==> src/rtl/ex_mem_skid_reg_pkg.sv <==
// Shared EX->MEM pipeline types: control bundle layout, widths and skid-register state encoding.
package pipe_pkg;

  localparam int unsigned XLEN       = 64;
  localparam int unsigned REG_ADDR_W = 5;

  typedef struct packed {
    logic       memRead;
    logic       memWrite;
    logic       memToReg;
    logic       regWrite;
    logic       branch;
    logic       less;
    logic       zero;
    logic [3:0] funct;
    logic       spare;
  } ex_mem_ctrl_t;

  localparam int unsigned CTRL_W = $bits(ex_mem_ctrl_t);

  // Encoding mirrors {skid valid, main valid}.
  typedef enum logic [1:0] {
    ST_EMPTY = 2'b00,
    ST_ONE   = 2'b01,
    ST_FULL  = 2'b11
  } state_e;

  function automatic logic [1:0] stateCount(input state_e s);
    case (s)
      ST_ONE:  return 2'd1;
      ST_FULL: return 2'd2;
      default: return 2'd0;
    endcase
  endfunction

endpackage

==> src/rtl/ex_mem_skid_reg_if.sv <==
// Valid/ready channel carrying one EX->MEM entry (control bundle, destination register, payload).
interface ex_mem_skid_reg_if #(
  parameter int unsigned DATA_W = pipe_pkg::XLEN,
  parameter int unsigned CTRL_W = pipe_pkg::CTRL_W,
  parameter int unsigned RD_W   = pipe_pkg::REG_ADDR_W
);

  logic              valid;
  logic              ready;
  logic [CTRL_W-1:0] ctrl;
  logic [RD_W-1:0]   rd;
  logic [DATA_W-1:0] data;

  modport master (output valid, ctrl, rd, data, input ready);
  modport slave  (input valid, ctrl, rd, data, output ready);

endinterface

==> src/rtl/ex_mem_skid_reg_slot.sv <==
// One storage slot of the skid register: valid bit plus ctrl/rd/data, with load, drop and clear.
module pipe_slot #(
  parameter int unsigned DATA_W              = 64,
  parameter int unsigned CTRL_W              = 12,
  parameter int unsigned RD_W                = 5,
  parameter int unsigned ZERO_DATA_ON_BUBBLE = 1
) (
  input  logic              clk,
  input  logic              reset,
  input  logic              clear,
  input  logic              load,
  input  logic              drop,
  input  logic [CTRL_W-1:0] ctrlIn,
  input  logic [RD_W-1:0]   rdIn,
  input  logic [DATA_W-1:0] dataIn,
  output logic              valid,
  output logic [CTRL_W-1:0] ctrl,
  output logic [RD_W-1:0]   rd,
  output logic [DATA_W-1:0] data
);

  // Control is zeroed whenever the slot goes empty so a bubble never carries a write enable.
  always_ff @(posedge clk) begin
    if (reset || clear) begin
      valid <= 1'b0;
      ctrl  <= '0;
      rd    <= '0;
      data  <= '0;
    end else if (load) begin
      valid <= 1'b1;
      ctrl  <= ctrlIn;
      rd    <= rdIn;
      data  <= dataIn;
    end else if (drop) begin
      valid <= 1'b0;
      ctrl  <= '0;
      if (ZERO_DATA_ON_BUBBLE != 0) begin
        rd   <= '0;
        data <= '0;
      end
    end
  end

endmodule

==> src/rtl/ex_mem_skid_reg.sv <==
// Elastic EX->MEM stage register: two-entry skid buffer with registered in_ready and single-cycle flush.
module ex_mem_skid_reg #(
  parameter int unsigned DATA_W              = pipe_pkg::XLEN,
  parameter int unsigned CTRL_W              = pipe_pkg::CTRL_W,
  parameter int unsigned RD_W                = pipe_pkg::REG_ADDR_W,
  parameter int unsigned ZERO_DATA_ON_BUBBLE = 1
) (
  input  logic                     clk,
  input  logic                     reset,
  input  logic                     flush,
  ex_mem_skid_reg_if.slave         upstream,
  ex_mem_skid_reg_if.master        downstream,
  output logic [1:0]               count
);
  import pipe_pkg::*;

  state_e            state, stateNext;
  logic              inReady;
  logic              accept, pop;
  logic              mainLoad, mainDrop, skidLoad, skidDrop;
  logic              mainValid, skidValid;
  logic [CTRL_W-1:0] skidCtrl, mainCtrlSrc;
  logic [RD_W-1:0]   skidRd, mainRdSrc;
  logic [DATA_W-1:0] skidData, mainDataSrc;

  assign accept = upstream.valid & inReady;
  assign pop    = mainValid & downstream.ready;

  // Main refills from skid when it holds the older entry, otherwise straight from the input.
  assign mainCtrlSrc = skidValid ? skidCtrl : upstream.ctrl;
  assign mainRdSrc   = skidValid ? skidRd   : upstream.rd;
  assign mainDataSrc = skidValid ? skidData : upstream.data;

  always_ff @(posedge clk) begin
    if (reset) begin
      state   <= ST_EMPTY;
      inReady <= 1'b1;
      count   <= 2'd0;
    end else begin
      state   <= stateNext;
      inReady <= (stateNext != ST_FULL);
      count   <= stateCount(stateNext);
    end
  end

  always_comb begin
    stateNext = state;
    mainLoad  = 1'b0;
    mainDrop  = 1'b0;
    skidLoad  = 1'b0;
    skidDrop  = 1'b0;
    if (flush) begin
      stateNext = ST_EMPTY;
    end else begin
      unique case (state)
        ST_EMPTY: begin
          if (accept) begin
            mainLoad  = 1'b1;
            stateNext = ST_ONE;
          end
        end
        ST_ONE: begin
          if (accept && pop) begin
            mainLoad = 1'b1;
          end else if (accept) begin
            skidLoad  = 1'b1;
            stateNext = ST_FULL;
          end else if (pop) begin
            mainDrop  = 1'b1;
            stateNext = ST_EMPTY;
          end
        end
        ST_FULL: begin
          if (pop) begin
            mainLoad  = 1'b1;
            skidDrop  = 1'b1;
            stateNext = ST_ONE;
          end
        end
        default: stateNext = ST_EMPTY;
      endcase
    end
  end

  pipe_slot #(
    .DATA_W(DATA_W), .CTRL_W(CTRL_W), .RD_W(RD_W), .ZERO_DATA_ON_BUBBLE(ZERO_DATA_ON_BUBBLE)
  ) mainSlot (
    .clk(clk), .reset(reset), .clear(flush), .load(mainLoad), .drop(mainDrop),
    .ctrlIn(mainCtrlSrc), .rdIn(mainRdSrc), .dataIn(mainDataSrc),
    .valid(mainValid), .ctrl(downstream.ctrl), .rd(downstream.rd), .data(downstream.data)
  );

  pipe_slot #(
    .DATA_W(DATA_W), .CTRL_W(CTRL_W), .RD_W(RD_W), .ZERO_DATA_ON_BUBBLE(ZERO_DATA_ON_BUBBLE)
  ) skidSlot (
    .clk(clk), .reset(reset), .clear(flush), .load(skidLoad), .drop(skidDrop),
    .ctrlIn(upstream.ctrl), .rdIn(upstream.rd), .dataIn(upstream.data),
    .valid(skidValid), .ctrl(skidCtrl), .rd(skidRd), .data(skidData)
  );

  assign upstream.ready   = inReady;
  assign downstream.valid = mainValid;

endmodule

==> src/flat_wrapper.sv <==
// flat-port wrapper written by rule: the top's interface ports become plain ports
module ex_mem_skid_reg_flat import pipe_pkg::*;
#(
  parameter int unsigned DATA_W              = pipe_pkg::XLEN,
  parameter int unsigned CTRL_W              = pipe_pkg::CTRL_W,
  parameter int unsigned RD_W                = pipe_pkg::REG_ADDR_W,
  parameter int unsigned ZERO_DATA_ON_BUBBLE = 1
)
  (clk, reset, flush, count, upstream_valid, upstream_ctrl, upstream_rd, upstream_data, upstream_ready, downstream_valid, downstream_ctrl, downstream_rd, downstream_data, downstream_ready);
  ex_mem_skid_reg_if #(.DATA_W(DATA_W), .CTRL_W(CTRL_W), .RD_W(RD_W)) upstream_i ();
  ex_mem_skid_reg_if #(.DATA_W(DATA_W), .CTRL_W(CTRL_W), .RD_W(RD_W)) downstream_i ();
  input  logic clk;
  input  logic reset;
  input  logic flush;
  output logic [1:0] count;
  input wire logic [$bits(upstream_i.valid)-1:0] upstream_valid;
  input wire logic [$bits(upstream_i.ctrl)-1:0] upstream_ctrl;
  input wire logic [$bits(upstream_i.rd)-1:0] upstream_rd;
  input wire logic [$bits(upstream_i.data)-1:0] upstream_data;
  output wire logic [$bits(upstream_i.ready)-1:0] upstream_ready;
  output wire logic [$bits(downstream_i.valid)-1:0] downstream_valid;
  output wire logic [$bits(downstream_i.ctrl)-1:0] downstream_ctrl;
  output wire logic [$bits(downstream_i.rd)-1:0] downstream_rd;
  output wire logic [$bits(downstream_i.data)-1:0] downstream_data;
  input wire logic [$bits(downstream_i.ready)-1:0] downstream_ready;
  assign upstream_i.valid = upstream_valid;
  assign upstream_i.ctrl = upstream_ctrl;
  assign upstream_i.rd = upstream_rd;
  assign upstream_i.data = upstream_data;
  assign upstream_ready = upstream_i.ready;
  assign downstream_valid = downstream_i.valid;
  assign downstream_ctrl = downstream_i.ctrl;
  assign downstream_rd = downstream_i.rd;
  assign downstream_data = downstream_i.data;
  assign downstream_i.ready = downstream_ready;
  ex_mem_skid_reg #(.DATA_W(DATA_W), .CTRL_W(CTRL_W), .RD_W(RD_W), .ZERO_DATA_ON_BUBBLE(ZERO_DATA_ON_BUBBLE)) u_core (.clk(clk), .reset(reset), .flush(flush), .upstream(upstream_i), .downstream(downstream_i), .count(count));
endmodule
==> config.mk <==
export PLATFORM = sky130hd
export DESIGN_NAME = ex_mem_skid_reg_flat
export DESIGN_NICKNAME = d
export VERILOG_FILES = /design/src/rtl/ex_mem_skid_reg_pkg.sv /design/src/rtl/ex_mem_skid_reg_if.sv /design/src/rtl/ex_mem_skid_reg_slot.sv /design/src/rtl/ex_mem_skid_reg.sv /design/src/flat_wrapper.sv
export SDC_FILE = /design/constraint.sdc
export NUM_CORES = 1
export LEC_CHECK = 0
export BUFFER_PORTS_ARGS = -buffer_cell sky130_fd_sc_hd__buf_2
export CAP_MARGIN = 20
export CORE_MARGIN = 4
export CORE_UTILIZATION = 50
export DETAILED_ROUTE_END_ITERATION = 10
export PLACE_DENSITY = 0.74
export SLEW_MARGIN = 20
export SYNTH_ARGS = -nofsm -noshare
export SYNTH_HDL_FRONTEND = slang
export SYNTH_SLANG_ARGS = --single-unit
==> constraint.sdc <==
create_clock -name clk -period 1.85 [get_ports clk]
set_clock_uncertainty 0.2 [all_clocks]
set_input_delay 0 -clock clk [delete_from_list [all_inputs] [get_ports clk]]
set_output_delay 0 -clock clk [all_outputs]
set_load 0.02 [all_outputs]
# Word-level counts from Yosys, hierarchy flattened
# Cells that the tools add are included.
dict set report classes {
  add_sub_neg 0
  multipliers 0
  div 0
  magnitude_cmp 0
  eq_ne 5
  n_shift 0
  mux 41
  n_bitwise 2
  reduce_logical 5
}
# operator n
set ops {}
lappend ops {{64-bit two-way mux} 5}
lappend ops {{12-bit two-way mux} 5}
lappend ops {{5-bit two-way mux} 5}
lappend ops {{1-bit two-way mux} 17}
lappend ops {{2-bit two-way mux} 6}
lappend ops {{2-bit case mux with 3 select lines} 1}
lappend ops {{2-bit by 1-bit equality test with 1-bit output, second input constant} 2}
lappend ops {{2-bit equality test, second input constant} 2}
lappend ops {{2-bit case mux with 2 select lines} 1}
lappend ops {{2-bit nonzero test} 2}
lappend ops {{1-bit case mux with 3 select lines} 1}
lappend ops {{1-bit AND} 2}
lappend ops {{2-bit logical NOT} 1}
lappend ops {{2-bit != test, second input constant} 1}
lappend ops {{1-bit logical AND} 1}
lappend ops {{1-bit logical OR} 1}
dict set report word_totals {
  ff_bits 169
  latchBits 0
  ram_bits 0
  rom_bits 0
  in_bits 86
  memories 0
}

# Depth between registers and ports, before layout
dict set report logic_depth {
  ltp_word 8
  depth_mapped 6
}

# Cells and area by module
# A second synthesis with hierarchy kept.
dict set report unflattened {
  cells_unflattened 846
  hier_area_um2 7850.0
}
# module instances cells_per_inst area_each_um2 seq_area_each_um2
set by_module_without_submodules {}
lappend by_module_without_submodules {pipe_slot 2 365 3308.2 1641.6}
lappend by_module_without_submodules {ex_mem_skid_reg 1 116 1233.7 100.1}

# Least setup slack after synthesis
# Ideal clock, no wire load.
dict set report synth_path {
  path_type {reg2reg}
  start {reg u_core.mainSlot.valid}
  end {reg u_core.skidSlot.data[29]}
  arrival_ns 1.368
  t_required_ns 1.580
  path_slack_ns 0.211
  path_stages_with_launch 7
  path_buffers 3
  period_less_slack_ns 1.639
  cell_sequence {dfxtp_1 -> a21bo_1 -> clkbuf_1 -> buf_2 -> buf_2 -> o211ai_1 -> a21oi_1}
}
dict set report synth_between {
  elab_chain_cells 6
  word_cells_on_any_way 10
}
# item line
set synth_rtl {}
lappend synth_rtl {{from (decl)} ex_mem_skid_reg_slot.sv:16} ;# output logic valid,
lappend synth_rtl {{from (signal assigned)} ex_mem_skid_reg_slot.sv:25} ;# valid <= 1'b0;
lappend synth_rtl {{from (signal assigned)} ex_mem_skid_reg_slot.sv:30} ;# valid <= 1'b1;
lappend synth_rtl {{from (signal assigned)} ex_mem_skid_reg_slot.sv:35} ;# valid <= 1'b0;
lappend synth_rtl {{1-bit AND *} ex_mem_skid_reg.sv:27} ;# assign pop = mainValid & downstream.ready;
lappend synth_rtl {{1-bit logical AND} ex_mem_skid_reg.sv:63} ;# if (accept && pop) begin
lappend synth_rtl {{1-bit two-way mux} ex_mem_skid_reg.sv:63}
lappend synth_rtl {{1-bit two-way mux} ex_mem_skid_reg.sv:55} ;# unique case (state)
lappend synth_rtl {{1-bit two-way mux} ex_mem_skid_reg.sv:52} ;# if (flush) begin
lappend synth_rtl {{64-bit two-way mux or 2-bit nonzero test (tied branches)} -}
lappend synth_rtl {{to (signal assigned)} ex_mem_skid_reg_slot.sv:33} ;# data <= dataIn;
lappend synth_rtl {{to (decl)} ex_mem_skid_reg_slot.sv:19} ;# output logic [DATA_W-1:0] data
# Every way passes the cells marked *; elsewhere a longest branch is shown, timed or not.
# A chain may end at the register's enable or synchronous reset.

# Final worst setup path
dict set report layout_path {
  start {reg u_core.state[0]}
  end {reg u_core.mainSlot.ctrl[2]}
}
dict set report layout_between {
  elab_chain_cells 4
  word_cells_on_any_way 9
}
# item line
set layout_rtl {}
lappend layout_rtl {{from (decl)} ex_mem_skid_reg.sv:17} ;# state_e state, stateNext;
lappend layout_rtl {{from (signal assigned)} ex_mem_skid_reg.sv:40} ;# state <= stateNext;
lappend layout_rtl {{2-bit equality test, or another cell as far along} ex_mem_skid_reg.sv:55}
lappend layout_rtl {{1-bit case mux with 3 select lines or 1-bit two-way mux (tied branches)} ex_mem_skid_reg.sv:55}
lappend layout_rtl {{1-bit two-way mux} ex_mem_skid_reg.sv:52}
lappend layout_rtl {{12-bit two-way mux or 2-bit nonzero test (tied branches)} -}
lappend layout_rtl {{to (signal assigned)} ex_mem_skid_reg_slot.sv:31} ;# ctrl <= ctrlIn;
lappend layout_rtl {{to (decl)} ex_mem_skid_reg_slot.sv:17} ;# output logic [CTRL_W-1:0] ctrl,
# Several ways; a longest one is shown, not always the timed one.

==> summary.md <==
| Metric | Value |
|---|---|
| GP Congestion | `0.7475` |
| Initial core utilization | `50.95%` |
| Min-Delay Startpoint | `flush` |
| Crit path kind | `register to register` |
| Largest net degree at the start of global routing | `a little over 90` |
| Worst path arrival time | `between 1.5 and 2 ns` |
| First-pass GRT wire length | `37940 um` |
| Final setup margin | `0.05597 ns` |
| Core area | `15890 um^2` |
| Per-instance average area after synthesis | `around 9.3 um^2` |
| Final setup fails | `0` |
| Vias in the first global route | `7598` |
| Rel. slew slack | `60.69%` |
| Final Max Slew Viols | `0` |
| CTS max path bufs | `2` |
| Antenna Cells | `0` |
| CTS tree | `yes` |
| DRC viols | `0` |
| #FFs+latches synth | `roughly 170` |
| Reg2Reg Launch Point | `u_core.state[0]` |
| Peak VDD IR | `0.7238 mV` |
| Worst-Margin Slew | `0.5896 ns` |
| Final Cell Area | `10540 um^2` |
| Rows | `46` |
| Leak | `4.255 nW` |
| Crit-path cells | `a21boi_4 -> a211o_4 -> buf_12 -> mux2i_1` |
| Die width | `135.2 um` |
| Post-CTS setup buffers | `0` |
| Tot GR Track Use | `24.98%` |
| Layout Cells excl Fill | `1283` |
| CTS sink cnt | `roughly 170` |
| Worst-Skew Late Latency | `roughly 0.42 ns` |
| Setup_tns | `0 ns` |
| Cts bufs inserted | `17` |
| Sequential Power Share | `43.7%` |
| Clock Power Share | `44.3%` |
| Fraction of layout cells with a size suffix above 1 | `~30%` |
| Max_cap viols | `0` |
| Synth Cell Area | `8093 um^2` |
| Hold WS | `~0.0054 ns` |
| Fmax achieved | `557.4 MHz` |
| Switching Fraction | `between 20% and 30%` |
| Final min period | `1.794 ns` |
| Vias | `7558` |
| I/O pins | `171` |
| Fin crit share | `96.97%` |
| H-tree depth | `4` |
| Drt wl/cell | `18.19 um` |
| Die footprint | `18280 um^2` |
| RSZ-0062 raised after global routing | `yes` |
| Iter 0 DRT Violations | `530` |
| Mapped Cells | `869` |
| Initial antenna violation count | `0` |
| Slowest CP cell | `dfxtp_1` |
| Synth warnings | `0` |
| First-pass iteration count of the detailed router | `5` |
| Layout area overhead | `30.18%` |
| Crit path launch | `u_core.state[0]` |
| Sequential-to-total area share from yosys stat | `41.81%` |
| Crit end category | `register` |
| Worst path max stage delay | `0.43 ns` |
| Startpoint types | `register` |
| Crit Path Max Fanout | `55` |
| Grt total ovfl | `0` |
| Syn nets | `955` |
| Detailed-route wire length | `approximately 23000 um` |
| Routed Antenna Nets | `0` |
| Die height | `135.2 um` |
| Inst Count DP | `1166` |
| Clk pin slew, worst setup/hold paths | `~0.060 ns` |
| Total Power | `approximately 8.5 mW` |
| Netlist cell types | `28` |
| Setup Slack @ Placement | `0.01506 ns` |
| Clock root buffer | `clkbuf_16` |
| Via-to-Cell Ratio | `5.891` |
| Nets | `1141` |
| HP Class | `input port to register` |
| P_sw | `2.022 mW` |
| Comb pwr share | `12.0%` |
| Area after DPL | `9022 um^2` |
| Required @ worst endpoint | `1.99 ns` |
| Hold Fails Final Rpt | `0` |
| Status | `completed` |
| Cell Pwr Density | `811.4 nW/um^2` |
| Layout Utilization | `66.32%` |
| PortBufs | `170` |
| P_int | `6.526 mW` |
| Hpwl dp | `12560 um` |
==> metal layers <==
metal,wire (um),GRT usage [%],share of wire (%),vias up
li1,-,-,-,3593
met1,10320,33.03,44,3679
met2,11360,40.90,49,252
met3,1271,4.569,5.4,34
met4,390,9.183,1.7,0
met5,0,0,0,-
==> synthesized netlist by cell type <==
master / count / area [um^2]
a21oi_1: 85 / 425.4
buf_6: 8 / 90.09
mux2i_1: 81 / 810.8
and3_1: 1 / 6.260
nand2_1: 83 / 311.6
a21bo_1: 1 / 10.01
nand3b_1: 1 / 7.510
dfxtp_1: 169 / 3383
a211o_1: 1 / 8.760
nor3_1: 3 / 15.01
buf_2: 29 / 145.1
o211ai_1: 162 / 1216
or3_1: 1 / 6.260
and3b_1: 1 / 8.760
inv_1: 1 / 3.750
o21ai_0: 2 / 10.01
a21boi_0: 1 / 7.510
nor2_1: 1 / 3.750
buf_4: 1 / 7.510
nand3_1: 81 / 405.4
a21o_1: 1 / 7.510
or2_2: 1 / 6.260
mux2_2: 81 / 912.1
clkbuf_1: 63 / 236.5
nand4_1: 1 / 6.260
buf_1: 7 / 26.28
nand4b_1: 1 / 8.760
nor2_2: 1 / 6.260
==> registers in the layout, indices dropped and copies added (netlist names) <==
signal and count:
u_core.mainSlot.data 64, u_core.skidSlot.data 64, u_core.mainSlot.ctrl 12, u_core.skidSlot.ctrl 12
u_core.mainSlot.rd 5, u_core.skidSlot.rd 5, u_core.count 2, u_core.state 2
u_core.mainSlot.valid 1, u_core.skidSlot.valid 1, u_core.upstream.ready 1
==> cell type report <==
| class | count | area [um^2] |
|---|---|---|
| fill | 1282 | 5350 |
| multi-input combinational | 592 | 4262 |
| tap | 216 | 270.3 |
| sequential | 169 | 3392 |
| inverter | 1 | 3.754 |
| clock inverter | 6 | 107.6 |
| clock buffer | 25 | 526.8 |
| timing repair buffer | 274 | 1973 |
==> path summary, 6_finish.rpt <==
check / end / slack [ns] / cells past startpoint
max: u_core.mainSlot.ctrl[2] / 0.06 / 4
min: u_core.mainSlot.data[9] / 0.005 / 5
max reg2reg: u_core.mainSlot.ctrl[2] / 0.06 / 4
min reg2reg: u_core.skidSlot.data[25] / 0.29 / 2
==> kinds of logic after synthesis <==
group	after synthesis	share of synthesized area (%)
flops	169	41.81
mux	162	21.29
buf+inv	109	6.293
simple gates	176	9.787
compound gates	253	20.83
==> power by group through the flow <==
stage                     combinational [mW]  sequential (mW)  clock, mW
after floorplan                        0.525             3.86          0
after global placement                 0.867             3.81          0
after detailed placement               0.868             3.81          0
after CTS                               1.01             3.73       3.85
after global routing                    1.11             3.74       3.99
final                                   1.03             3.73       3.79
==> layout by cell type (no fill, tap or decap), types with 2 or more instances in the layout <==
cell type / instances
buf_2: 170
dfxtp_1: 166
o211ai_1: 162
dlygate4sd3_1: 85
a21oi_1: 84
nand2_1: 83
nand3_1: 81
mux2_2: 81
mux2i_1: 81
clkbuf_16: 18
buf_12: 10
buf_4: 8
clkbuf_8: 5
nor3_1: 3
bufinv_16: 3
a21o_4: 2
o21ai_0: 2
clkbuf_1: 2
clkinv_2: 2
dfxtp_4: 2
==> timing repair <==
item,in CTS,in global routing
endpoints found under the setup margin,2,92
cloned,0,1
resized for setup,1,5
endpoints found under the hold margin,167,0
hold buffers,85,0
==> critical path: cells and delay by family, from the launching register on <==
kind	cells	cell delay, ns
buffers and inverters	1	0.34
DFF	1	0.43
AOI/OAI and AO/OA	2	0.41
muxes	1	0.28
Note: power is estimated with default switching activity, not from simulation.
